### src/rtl/wb_arbiter.sv
// Writeback arbiter owning the register-file write port; merges pipeline WB with buffered long-latency results.
// Latency: 1 cycle from winning arbitration to RegWrite/waddr/wdata; long-latency results take at least 2 cycles (no bypass).
// Backpressure: lu_ready drops while the FIFO is full; pipe_stall holds the pipeline during a forced drain.
//
// Ports:
//   Clk, Rst                        clock, synchronous active-high reset
//   pipe_valid/pipe_rd/pipe_data    in-order pipeline writeback (rd==0 is a no-op)
//   pipe_stall                      pipeline must re-present its WB entry next cycle
//   lu_valid/lu_rd/lu_data/lu_ready long-latency result handshake
//   RegWrite/waddr/wdata            registered register-file write port
//   pending                         destinations currently buffered in the FIFO
module wb_arbiter #(
    parameter int DEPTH        = 2,
    parameter int STARVE_LIMIT = 4
) (
    input  logic        Clk,
    input  logic        Rst,
    input  logic        pipe_valid,
    input  logic [4:0]  pipe_rd,
    input  logic [31:0] pipe_data,
    output logic        pipe_stall,
    input  logic        lu_valid,
    input  logic [4:0]  lu_rd,
    input  logic [31:0] lu_data,
    output logic        lu_ready,
    output logic        RegWrite,
    output logic [4:0]  waddr,
    output logic [31:0] wdata,
    output logic [31:0] pending
);

    localparam int PW = $clog2(DEPTH);
    localparam int CW = PW + 1;
    localparam int SW = $clog2(STARVE_LIMIT + 1);

    logic [4:0]    fifo_rd  [DEPTH];
    logic [31:0]   fifo_dat [DEPTH];
    logic [PW-1:0] rd_ptr;
    logic [PW-1:0] wr_ptr;
    logic [CW-1:0] count;
    logic [SW-1:0] starve_cnt;

    logic pipe_req;
    logic fifo_ne;
    logic full;
    logic force_drain;
    logic push;
    logic pop;

    always_comb begin
        pipe_req    = pipe_valid & (pipe_rd != 5'd0);
        fifo_ne     = (count != '0);
        full        = (count == CW'(DEPTH));
        force_drain = fifo_ne & (starve_cnt == SW'(STARVE_LIMIT));
        lu_ready    = !full & !Rst;
        pipe_stall  = force_drain & !Rst;
        // rd==0 results complete the handshake but never occupy an entry.
        push        = lu_valid & lu_ready & (lu_rd != 5'd0);
        // The FIFO drains whenever the pipeline has nothing real to write,
        // or unconditionally once the pipeline has starved it long enough.
        pop         = !Rst & fifo_ne & (force_drain | !pipe_req);
    end

    // Walk the occupied slots starting at the head; reflects contents
    // before this cycle's push/pop.
    always_comb begin
        logic [PW-1:0] idx;
        pending = '0;
        idx     = '0;
        if (!Rst) begin
            for (int i = 0; i < DEPTH; i++) begin
                idx = rd_ptr + PW'(i);
                if (i < int'(count)) begin
                    pending[fifo_rd[idx]] = 1'b1;
                end
            end
        end
        pending[0] = 1'b0;
    end

    always_ff @(posedge Clk) begin
        if (Rst) begin
            rd_ptr     <= '0;
            wr_ptr     <= '0;
            count      <= '0;
            starve_cnt <= '0;
            RegWrite   <= 1'b0;
            waddr      <= 5'd0;
            wdata      <= 32'd0;
        end else begin
            if (push) begin
                wr_ptr <= wr_ptr + PW'(1);
            end
            if (pop) begin
                rd_ptr <= rd_ptr + PW'(1);
            end
            if (push && !pop) begin
                count <= count + CW'(1);
            end else if (pop && !push) begin
                count <= count - CW'(1);
            end

            // Counts consecutive pipeline wins over a non-empty FIFO.
            if (pop || !fifo_ne) begin
                starve_cnt <= '0;
            end else if (pipe_req && (starve_cnt != SW'(STARVE_LIMIT))) begin
                starve_cnt <= starve_cnt + SW'(1);
            end

            if (pop) begin
                RegWrite <= 1'b1;
                waddr    <= fifo_rd[rd_ptr];
                wdata    <= fifo_dat[rd_ptr];
            end else if (pipe_req) begin
                RegWrite <= 1'b1;
                waddr    <= pipe_rd;
                wdata    <= pipe_data;
            end else begin
                RegWrite <= 1'b0;
            end
        end
    end

    // Payload storage needs no reset: occupancy is tracked by count.
    always_ff @(posedge Clk) begin
        if (push) begin
            fifo_rd[wr_ptr]  <= lu_rd;
            fifo_dat[wr_ptr] <= lu_data;
        end
    end

endmodule

### config.mk
export PLATFORM = sky130hd
export DESIGN_NAME = wb_arbiter
export DESIGN_NICKNAME = d
export VERILOG_FILES = /design/src/rtl/wb_arbiter.sv
export SDC_FILE = /design/constraint.sdc
export NUM_CORES = 1
export LEC_CHECK = 0
export CAP_MARGIN = 20
export CORE_ASPECT_RATIO = 0.75
export CORE_MARGIN = 2
export CORE_UTILIZATION = 55
export CTS_CLUSTER_DIAMETER = 200
export CTS_CLUSTER_SIZE = 12
export DETAILED_ROUTE_END_ITERATION = 10
export DONT_BUFFER_PORTS = 1
export GPL_TIMING_DRIVEN = 0
export PLACE_DENSITY = 0.68
export SLEW_MARGIN = 0
export SYNTH_ARGS = -nofsm -noshare
export SYNTH_HDL_FRONTEND = slang
export SYNTH_SLANG_ARGS = --single-unit
### constraint.sdc
create_clock -name Clk -period 8.45 [get_ports Clk]
set_input_delay 1.2675 -clock Clk [delete_from_list [all_inputs] [get_ports Clk]]
set_output_delay 1.2675 -clock Clk [all_outputs]
set_load 0.005 [all_outputs]
==> results.md <==
- Quantity of hold-fixing buffers added after cts: 0
- Hold slack: 0.475 ns
- Crit Reg-Reg Endpoint: count[0]$_SDFFE_PP0P_
- Post-DP HPWL: 10500 um
- Largest net degree at the start of global routing: 21
- TritonCTS Buffers: 17
- Tcrit/Tclk final: 45.3%
- Primary FF master, synth: edfxtp_1
- CP Max Fanout: 7
- ANT cells: 0
- Row cnt: 32
- PnR worst setup slack: 4.62 ns
- Distinct cells, synth: 37
- DR vias/cell: 6.41
- Avg Cell Area, Syn: 11.8 um2
- Post-route setup TNS: 0 ns
- Root Buffer: clkbuf_16
- Post-synth EDFFs: 74
- Gpl congestion: 0.870
- First-pass GRT wire length: 23400 um
- Worst path max stage delay: 0.70 ns
- Syn-to-layout area delta: 14.6%
- Number of DRC markers in iteration 0: 276
- Setup violations, final: 0
- R2r setup slk: 5.94 ns
- Via count: 4314
- Crit-path cells: clkbuf_1 > mux2_2 > nor3_1 > a22oi_1 > nor2_1
- Lkg Pwr: 2.20 nW
- Grt ovf: 0
- Post-CTS Setup Bufs: 0
- Min Tclk post-route: 3.83 ns
- Max Fclk: 261 MHz
- IO Port Bufs: 0
- Rel. slew slack: 42.7%
- Final hold violation count: 0
- Area of the multi-input gates: 0.00237 mm2
- Initial antenna violation count: 0
- Crit path DAT: 2.56 ns
- Resize count post-CTS: 0
- Routed length per instance: 22.6 um
- Htree depth: 4
- Post-Route WL: 15200 um
- Status: complete, no violations
- Worst Skew: 0.00999 ns
- FF+latch count, synth: 120
- # DRC: 0
- Chip width: 124 um
- CTS tree: yes
- Syn Inst Count: 503
- Hold Path Cell Cnt: 2
- DR pass1 iterations: 7
- Worst Hold Launch: wdata[27]$_SDFFE_PP0P_
- Worst hold-check path type: register to register
- Vias in the first global route: 4444
- Register Area: 0.00314 mm2
- Tightest Pin Transition: 0.853 ns
- Max IR drop VDD: 0.204 mV
- Critical path class: register to output pin
- WHS Endpoint: wdata[27]$_SDFFE_PP0P_
- Nets: 608
- Fillers: 780
- RSZ-0062 raised after global routing: false
- Fin util: 65.3%
- Mapped Nets: 587
- CP Launch Type: register
- Crit Reg-Reg Startpoint: count[0]$_SDFFE_PP0P_
- WP data required: 7.18 ns
- Clock-pin slew on the worst setup and hold paths: 0.06 ns
- Syn. warnings: 0
- # IOs: 150
- Die ar.: 0.0116 mm2
- Num Clock Sinks: 120
- Pwr dens: 261 mW/mm2
- Netlist Area Pre-Place: 0.00593 mm2
- Longest Clk Path Bufs: 2
- Post-Place Setup Slack: 5.05 ns
- Core ar.: 0.0104 mm2
- Routed Antenna Nets: 0
- R2R cell count: 10
- Slowest CP cell: nor3_1
- Die Span Y: 93.9 um
- Crit. End Element: output pin
- Clock latency at the later pin of the worst-skew pair: 0.42 ns
- Asr flop ratio synth: 0%
- Maxcap violations: 0
- Proportion of layout cells with a drive suffix above 1: 24.6%
- Slew Limit Fails: 0
- GRT Total Usage: 27.3%
- Initial core utilization: 57.0%
- Seq/Total Area, Yosys: 53.0%
[per-layer routing]
| layer | track usage, % | vias to the layer above | share of wire [%] |
|---|---|---|---|
| met3 | 12.0 | 20 | 11 |
| met5 | 0 | - | 0 |
| li1 | - | 2003 | - |
| met1 | 34.9 | 2102 | 42 |
| met4 | 10.4 | 0 | 1.7 |
| met2 | 41.1 | 189 | 45 |
[registers in the layout, indices dropped and copies added (netlist names), named ones only]
name / count
count: 2
waddr: 5
starve_cnt: 3
fifo_rd: 10
rd_ptr: 1
wdata: 32
fifo_dat: 64
RegWrite: 1
wr_ptr: 1
[report_power, final]
| group | switching (W) | internal (W) |
|---|---|---|
| Clock | 0.000263 | 0.000502 |
| Combinational | 0.000177 | 0.000112 |
| Sequential | 0.0000359 | 0.000682 |
| Total | 0.000477 | 0.00130 |
[per-stage QoR]
stage / area (um2) / instances / power [W]
after floorplan: 5930 / 503 / 0.000937
after global routing: 6800 / 673 / 0.00184
final: 6800 / 673 / 0.00177
after CTS: 6800 / 673 / 0.00178
after global placement: 6100 / 639 / 0.000997
after detailed placement: 6170 / 641 / 0.00101
[critical path: cells and delay by family, from the launching register on]
kind                   cells  cell delay [ns]
AO/OA/AOI/OAI              1             0.22
multiplexers               1             0.43
flip-flops                 1             0.30
AND/OR/NAND/NOR            2             0.88
buffers and inverters      1             0.31
[synthesized netlist by cell type (all sizes together), types with 3 or more instances]
master | n | area (um2)
a21oi | 10 | 50.1
nand3b | 4 | 42.5
clkbuf | 13 | 48.8
edfxtp | 74 | 2220
a211oi | 76 | 616
buf | 31 | 208
mux2 | 40 | 450
o32ai | 37 | 384
nor2 | 43 | 161
dfxtp | 46 | 921
inv | 46 | 173
mux2i | 8 | 80.1
ha | 6 | 75.1
a22oi | 31 | 233
or3b | 3 | 26.3
nor3 | 18 | 120
[kinds of logic after synthesis]
group	count (synthesis)	synth area share, %
AO/OA/AOI/OAI	158	22.1
flip-flops	120	53.0
buffers and inverters	90	7.23
AND/OR/NAND/NOR	76	6.77
multiplexers	48	8.94
adder cells (fa/ha/maj)	6	1.27
XOR/XNOR	4	0.591
other	1	0.0632
[layout by cell type, fill, tap and decap left out, types with 3 or more instances in the layout]
cell type,instances
a211oi_1,67
ha_1,6
o32ai_1,29
nor2_1,41
clkinvlp_4,4
mux2_2,40
inv_1,46
a211oi_2,9
a21oi_1,10
a22oi_1,31
o32ai_2,8
bufinv_16,4
dfxtp_1,46
buf_4,4
clkbuf_16,17
or3b_2,3
nand3b_1,3
edfxtp_1,74
nor3_2,6
mux2i_1,8
nor3_1,12
buf_2,19
buf_6,7
clkbuf_1,16
[final cells by class]
type	instances	share of cell area, %
Sequential cell	120	46.3
Multi-Input combinational cell	293	34.9
Clock buffer	21	6.63
Buffer	44	3.77
Clock inverter	11	2.54
Inverter	46	2.54
Tap cell	136	2.50
Timing Repair Buffer	2	0.810
[worst max-delay path by stage]
stage | depth (start not counted) | end | start | slack (ns)
6_report | 5 | pending[24] | register | 4.62
5_1_grt | 5 | pending[24] | register | 4.37
4_1_cts | 5 | pending[24] | register | 4.68
3_5_place_dp | 3 | pending[2] | Rst | 5.05
3_3_place_gp | 4 | fifo_dat[1][9]$_DFFE_PP_ | Rst | 3.50
2_1_floorplan | 4 | fifo_dat[0][0]$_DFFE_PP_ | Rst | 4.64
Note: power is estimated with default switching activity, not from simulation.
